<file path="src/rtl/pci_bus_requester.sv">
// Initiator-side bus agent: turns one local transfer command into a bus tenure
// (request, wait for grant on an idle bus, drive frame for the beats, report outcome).
module pci_bus_requester #(
  parameter int LEN_W     = 4,
  parameter int TIMEOUT   = 16,
  parameter int LAT_TIMER = 8
) (
  input  logic             clk,
  input  logic             rst,
  input  logic             cmd_valid,
  output logic             cmd_ready,
  input  logic [LEN_W-1:0] cmd_len,
  input  logic             pci_grnt,
  input  logic             pci_frame_in,
  output logic             pci_req,
  output logic             pci_frame,
  output logic             done,
  output logic [1:0]       done_status,
  output logic [LEN_W-1:0] beats_left
);

  localparam int WAIT_W = $clog2(TIMEOUT + 1);
  localparam int LAT_W  = $clog2(LAT_TIMER + 1);
  localparam logic [WAIT_W-1:0] WAIT_LIM = WAIT_W'(TIMEOUT);
  localparam logic [LAT_W-1:0]  LAT_LIM  = LAT_W'(LAT_TIMER);
  localparam logic [WAIT_W-1:0] WAIT_MAX = {WAIT_W{1'b1}};
  localparam logic [LAT_W-1:0]  LAT_MAX  = {LAT_W{1'b1}};

  localparam logic [1:0] ST_COMPLETE  = 2'b00;
  localparam logic [1:0] ST_PREEMPTED = 2'b01;
  localparam logic [1:0] ST_TIMEOUT   = 2'b10;

  typedef enum logic [1:0] {
    S_IDLE = 2'd0,
    S_REQ  = 2'd1,
    S_XFER = 2'd2,
    S_TURN = 2'd3
  } state_t;

  state_t            state_q, state_d;
  logic [LEN_W-1:0]  beats_q, beats_d;
  logic [WAIT_W-1:0] wait_q, wait_d;
  logic [LAT_W-1:0]  lat_q, lat_d;
  logic              ready_q, ready_d;
  logic              req_q, req_d;
  logic              frame_q, frame_d;
  logic              done_q, done_d;
  logic [1:0]        status_q, status_d;

  logic [WAIT_W-1:0] wait_inc;
  logic [LAT_W-1:0]  lat_inc;
  logic [LEN_W-1:0]  beats_dec;

  // Next-state and next-output computation; outputs are derived from the state being entered.
  always_comb begin
    state_d   = state_q;
    beats_d   = beats_q;
    wait_d    = wait_q;
    lat_d     = lat_q;
    status_d  = status_q;
    ready_d   = 1'b0;
    req_d     = 1'b0;
    frame_d   = 1'b0;
    done_d    = 1'b0;
    wait_inc  = (wait_q == WAIT_MAX) ? wait_q : wait_q + 1'b1;
    lat_inc   = (lat_q == LAT_MAX) ? lat_q : lat_q + 1'b1;
    beats_dec = (beats_q == {LEN_W{1'b0}}) ? beats_q : beats_q - 1'b1;

    case (state_q)
      S_IDLE: begin
        if (cmd_valid && ready_q) begin
          beats_d  = cmd_len;
          wait_d   = {WAIT_W{1'b0}};
          lat_d    = {LAT_W{1'b0}};
          status_d = ST_COMPLETE;
          if (cmd_len != {LEN_W{1'b0}}) begin
            state_d = S_REQ;
            req_d   = 1'b1;
          end else begin
            state_d = S_TURN;
            done_d  = 1'b1;
          end
        end else begin
          ready_d = 1'b1;
        end
      end
      S_REQ: begin
        wait_d = wait_inc;
        // A usable grant beats a timeout landing on the same edge.
        if (pci_grnt && !pci_frame_in) begin
          state_d = S_XFER;
          lat_d   = {LAT_W{1'b0}};
          req_d   = 1'b1;
          frame_d = 1'b1;
        end else if (wait_inc >= WAIT_LIM) begin
          state_d  = S_TURN;
          status_d = ST_TIMEOUT;
          done_d   = 1'b1;
        end else begin
          req_d = 1'b1;
        end
      end
      S_XFER: begin
        beats_d = beats_dec;
        lat_d   = lat_inc;
        if (beats_dec == {LEN_W{1'b0}}) begin
          state_d  = S_TURN;
          status_d = ST_COMPLETE;
          done_d   = 1'b1;
        end else if (!pci_grnt && (lat_inc >= LAT_LIM)) begin
          state_d  = S_TURN;
          status_d = ST_PREEMPTED;
          done_d   = 1'b1;
        end else begin
          req_d   = 1'b1;
          frame_d = 1'b1;
        end
      end
      S_TURN: begin
        state_d = S_IDLE;
        ready_d = 1'b1;
      end
      default: begin
        state_d = S_IDLE;
        ready_d = 1'b1;
      end
    endcase
  end

  // State, counter and output registers with asynchronous reset.
  always_ff @(posedge clk or posedge rst) begin
    if (rst) begin
      state_q  <= S_IDLE;
      beats_q  <= {LEN_W{1'b0}};
      wait_q   <= {WAIT_W{1'b0}};
      lat_q    <= {LAT_W{1'b0}};
      ready_q  <= 1'b1;
      req_q    <= 1'b0;
      frame_q  <= 1'b0;
      done_q   <= 1'b0;
      status_q <= 2'b00;
    end else begin
      state_q  <= state_d;
      beats_q  <= beats_d;
      wait_q   <= wait_d;
      lat_q    <= lat_d;
      ready_q  <= ready_d;
      req_q    <= req_d;
      frame_q  <= frame_d;
      done_q   <= done_d;
      status_q <= status_d;
    end
  end

  assign cmd_ready   = ready_q;
  assign pci_req     = req_q;
  assign pci_frame   = frame_q;
  assign done        = done_q;
  assign done_status = status_q;
  assign beats_left  = beats_q;

endmodule

</file>
<file path="config.mk">
export PLATFORM = sky130hd
export DESIGN_NAME = pci_bus_requester
export DESIGN_NICKNAME = d
export VERILOG_FILES = /design/src/rtl/pci_bus_requester.sv
export SDC_FILE = /design/constraint.sdc
export NUM_CORES = 1
export LEC_CHECK = 0
export BUFFER_PORTS_ARGS = -buffer_cell sky130_fd_sc_hd__buf_2
export CAP_MARGIN = 20
export CORE_UTILIZATION = 30
export CTS_BUF_LIST = sky130_fd_sc_hd__clkbuf_16
export DETAILED_ROUTE_END_ITERATION = 6
export SYNTH_ARGS = -nofsm -noshare
export SYNTH_HDL_FRONTEND = slang
export SYNTH_SLANG_ARGS = --single-unit
</file>
<file path="constraint.sdc">
create_clock -name clk -period 2.2 [get_ports clk]
set_clock_uncertainty 0.15 [all_clocks]
set_input_delay 0.22 -clock clk [delete_from_list [all_inputs] [get_ports clk]]
set_output_delay 0.22 -clock clk [all_outputs]
set_load 0.02 [all_outputs]
</file>
Word level (Yosys, flattened, before mapping)
Cells that the tools add are included.
{ "totals": {"register_bits": 21, "mem_count": 0, "mem_bits_ro": 0, "wordCells": 83, "ramBits": 0, "latchBits": 0, "output_inout_bits": 10} }
{ "op_classes": {"mul": 0, "muxes": 41, "n_reduce_logical": 17, "add_sub_neg": 3, "magnitude_cmp": 2, "n_div": 0, "eq_ne": 11, "n_shift": 0, "bitwise": 0} }
{ "ops": {"columns": ["op", "count"], "rows": [
  ["two-way mux 2 bit", 11],
  ["two-way mux 4 bit", 5],
  ["two-way mux 1 bit", 14],
  ["one-hot mux 4 bit (3 select lines)", 1],
  ["two-way mux 5 bit", 2],
  ["one-hot mux 5 bit (2 select lines)", 1],
  ["zero test 4 bit", 2],
  ["!= test 2 bit, second input constant", 4],
  ["one-hot mux 2 bit (4 select lines)", 1],
  ["one-hot mux 4 bit (2 select lines)", 1],
  ["!= test 3 bit, second input constant", 2],
  ["one-hot mux 1 bit (3 select lines)", 2],
  ["one-hot mux 2 bit (3 select lines)", 1],
  ["AND reduction 3 bit", 2],
  ["adder 5 x 1 -> 5 bit, second input constant", 1],
  ["== test 5 bit, second input constant", 1],
  [">= comparator 5 bit, second input constant", 1],
  ["AND reduction 5 bit", 1],
  ["adder 4 x 1 -> 4 bit, second input constant", 1],
  ["== test 2 bit, second input constant", 2],
  ["== test 4 bit, second input constant", 1],
  [">= comparator 4 bit, second input constant", 1],
  ["one-hot mux 1 bit (2 select lines)", 2],
  ["AND reduction 2 bit", 2],
  ["8 further kinds", 12]
]} }

Depth between registers and ports, before layout
{ "depth": {"ltp_word": 7, "depth_mapped": 8} }

Worst setup path before layout
OpenSTA, ideal clock, no wires.
{ "synth_path": {"path_kind": "register -> register", "startpoint": "reg beats_q[0], in the netlist beats_left[0]", "endpoint": "reg status_q[1], in the netlist done_status[1]", "path_slack_ps": 166, "path_stages_with_launch": 8, "n_path_buf": 0, "arrival_time_ps": 1759, "path_cell_list": "dfrtp_1 inv_1 ha_1 nand2b_4 or4_4 nand4b_4 nand2_4 mux2_4"} }
{ "synth_via": {"elab_chain_cells": 5, "elab_cells_between_ends": 8, "cone_classes": "add/sub: 1; eq/ne: 1; mux: 3; reduce/logical: 3"} }
{ "synth_lines": {"columns": ["item", "line", "source"], "rows": [
  ["from (decl)", "41", "logic [LEN_W-1:0] beats_q, beats_d;"],
  ["from (signal assigned)", "134", "beats_q <= {LEN_W{1'b0}};"],
  ["from (signal assigned)", "144", "beats_q <= beats_d;"],
  ["subtractor 4 x 1 -> 4 bit or zero test 4 bit (tied branches)", "67", "beats_dec = (beats_q == {LEN_W{1'b0}}) ? beats_q : beats_q - 1'b1;"],
  ["two-way mux 4 bit (*)", "67", null],
  ["zero test 4 bit (*)", "106", "if (beats_dec == {LEN_W{1'b0}}) begin"],
  ["!= test 3 bit (no source line) or two-way mux 2 bit (tied branches)", null, null],
  ["AND reduction 5 bit (no source line) or one-hot mux 2 bit (3 select lines) (tied branches)", null, null],
  ["to (signal assigned)", "151", "status_q <= status_d;"],
  ["to (decl)", "48", "logic [1:0] status_q, status_d;"]
]} }
Every way passes the cells marked *; elsewhere a longest branch is shown, timed or not.
A chain may end at the register's enable or synchronous reset.

Worst setup path after layout
Ends and elaborated chain as after synthesis.

==> qor.yml <==
gp_congestion: 0.789
initial_core_util_pct: 32.3
numCtsBuffers: 3
yosysTopAreaCell: "dfrtp_1"
chipWidth_um: 68.5
dr_total_vias: 1207
num_io_pins: 19
p_per_area_nw_per_um2: 1450
cts_root_buffer: "clkbuf_16"
postSynthAreaPerCell_um2: 8.91
rows: 23
fin_crit_sh_pct: 94.0
grt_usage_pct: 14.6
clock_path_buffers: 2
grt-ovfl-total: 0
finalSetupTns_ps: 0
wire_per_inst_um: 13.3
ys_seq_elements: 21
hold_viol_final: 0
tightestPinTransition_ps: 558
drtAntennaViolNets: 0
dr.first_iter.drc_count: 75
critPathMaxFanout: 7
htreeDepth: 1
path_clk_slew_ps: 60
drive_gt1_share_pct: 24.0
layout_common_cells: "dfrtp_1, buf_2, nand2_1"
setup_viol: 0
cp.required_ps: 2190
grt_max_degree: 22
leakage_nw: 0.754
synth.area.top_cells: "dfrtp_1, ha_1, a21oi_1, o21ai_0, nand2_1"
syn_inst: 149
seq_area_frac_synth_pct: 39.7
hpwl_mm: 2.25
start_kind: "flop"
dr.pass1.iters: 4
fp.coreArea_um2: 4120
worst_slack_ps: 133
synthToLayoutAreaGrowth_pct: 22.9
num_antenna_cells: 0
portBuffers: 18
via_per_inst: 5.27
cap_violations: 0
period_needed_ps: 2070
pre_cts_ws_ps: 152
cts_tree: "done"
arrival_ps: 2060
synth_area_um2: 1330
synth_edf_count: 0
irDropWorstVdd_v: 0.000516
grt_pass1_vias: 1105
synth.distinct_cells: 41
drc: 0
final_util_pct: 39.6
die_height_um: 68.5
async_flop_share_pct: 100
final_cell_area_um2: 1630
max-slew-margin-rel_pct: 62.4
critPathKind: "reg -> reg"
wl_mm: 3.05
dieArea_um2: 4690
ys_warn_count: 0
antenna_found_initial: 0
yosys_most_used_dff: "dfrtp_1"
hp-class: "in -> reg"
grt_pass1_wl_mm: 5.05
syn_nets: 165
final_nets: 196
cts.sinks: 21
synth_top_area_share_pct: 37.7
fmax_mhz: 484
cts_resized: 0
grt_setup_unrepaired: "no"
final_common_cell: "dfrtp_1"
clock_latency_ps: 250
slew_viol_final: 0
placed_cell_area_um2: 1540
cp-end-kind: "flop"
status: "completed"
[synthesized netlist by cell type, drive strengths merged, types with 2 or more instances]
master / instances
nand3: 5
nand4: 3
nor2: 12
inv: 8
a21boi: 2
nor2b: 3
dfrtp: 20
nor3: 2
mux2: 2
nor4: 2
nand2b: 3
a31oi: 6
and2: 2
a211oi: 2
o21ai: 13
clkbuf: 2
ha: 7
nand2: 18
o21a: 2
a21oi: 16
mux2i: 2
and3: 3
o22a: 3
[critical path, stage by stage, from the launching register on]
cell,delay [ps]
dfrtp_1,440
inv_1,80
ha_1,260
nand2b_4,80
or4_4,440
nand4b_4,150
nand2_4,70
mux2_4,290
[path summary, 6_finish.rpt]
kind                                start        endpoint  slack [ps]  cells past startpoint
max reg2reg                 beats_left[0]  done_status[1]         130                      7
min in group asynchronous             rst       wait_q[4]         390                      4
max                         beats_left[0]  done_status[1]         130                      7
min                          pci_frame_in       pci_frame         150                      4
min reg2reg                done_status[0]  done_status[0]         340                      1
max in group asynchronous             rst       cmd_ready        1230                      4
[final cells by class]
class	count	area (um^2)
clock buffer	3	75.1
clock inverter	1	3.75
fill	417	2480
inverter	8	30.0
multi-input combinational	117	758
sequential	21	527
tap	50	62.6
timing repair buffer	29	175
[cell families (layout without fill, tap and decap cells)]
family	after synthesis	after routing	share of synthesized area [%]
buffers and inverters	11	41	3.20
AND/OR/NAND/NOR	56	56	23.4
adder cells (fa/ha/maj)	7	7	6.60
AO/OA/AOI/OAI	50	50	23.7
flip-flops	21	21	39.7
multiplexers	4	4	3.49
[state kept, by name, indices dropped and copies added (netlist names)]
signal	flops
wait_q	5
pci_frame	1
cmd_ready	1
lat_q	4
state_q	2
done_status	2
beats_left	4
pci_req	1
done	1
[stage by stage]
stage,power [mW],instances,hold slack (ps)
finish,2.36,229,154
global route,2.56,229,198
CTS,2.37,229,163
detailed placement,1.97,224,125
global placement,1.97,224,119
floorplan,1.59,149,45.8
[layer usage]
layer  up-vias  share of wire, %  GRT usage (%)
met5         -                 0              0
met4         0              0.33           3.13
met3         2               4.8           3.95
met2        28                47           24.1
met1       572                48           18.8
li1        605                 -              -
[power breakdown]
part / leakage (nW) / internal, mW / switching (mW) / total, mW
logic: 0.443 / 0.566 / 0.745 / 1.31
registers: 0.269 / 0.528 / 0.135 / 0.662
clock network: 0.0423 / 0.242 / 0.144 / 0.386
total: 0.754 / 1.34 / 1.02 / 2.36
[timing repair]
item	4_1_cts	5_1_grt
setup buffers	0	0
hold buffers	1	0
setup endpoints to repair	0	0
hold endpoints to repair	20	0
Power figures use the tool's default switching activity.
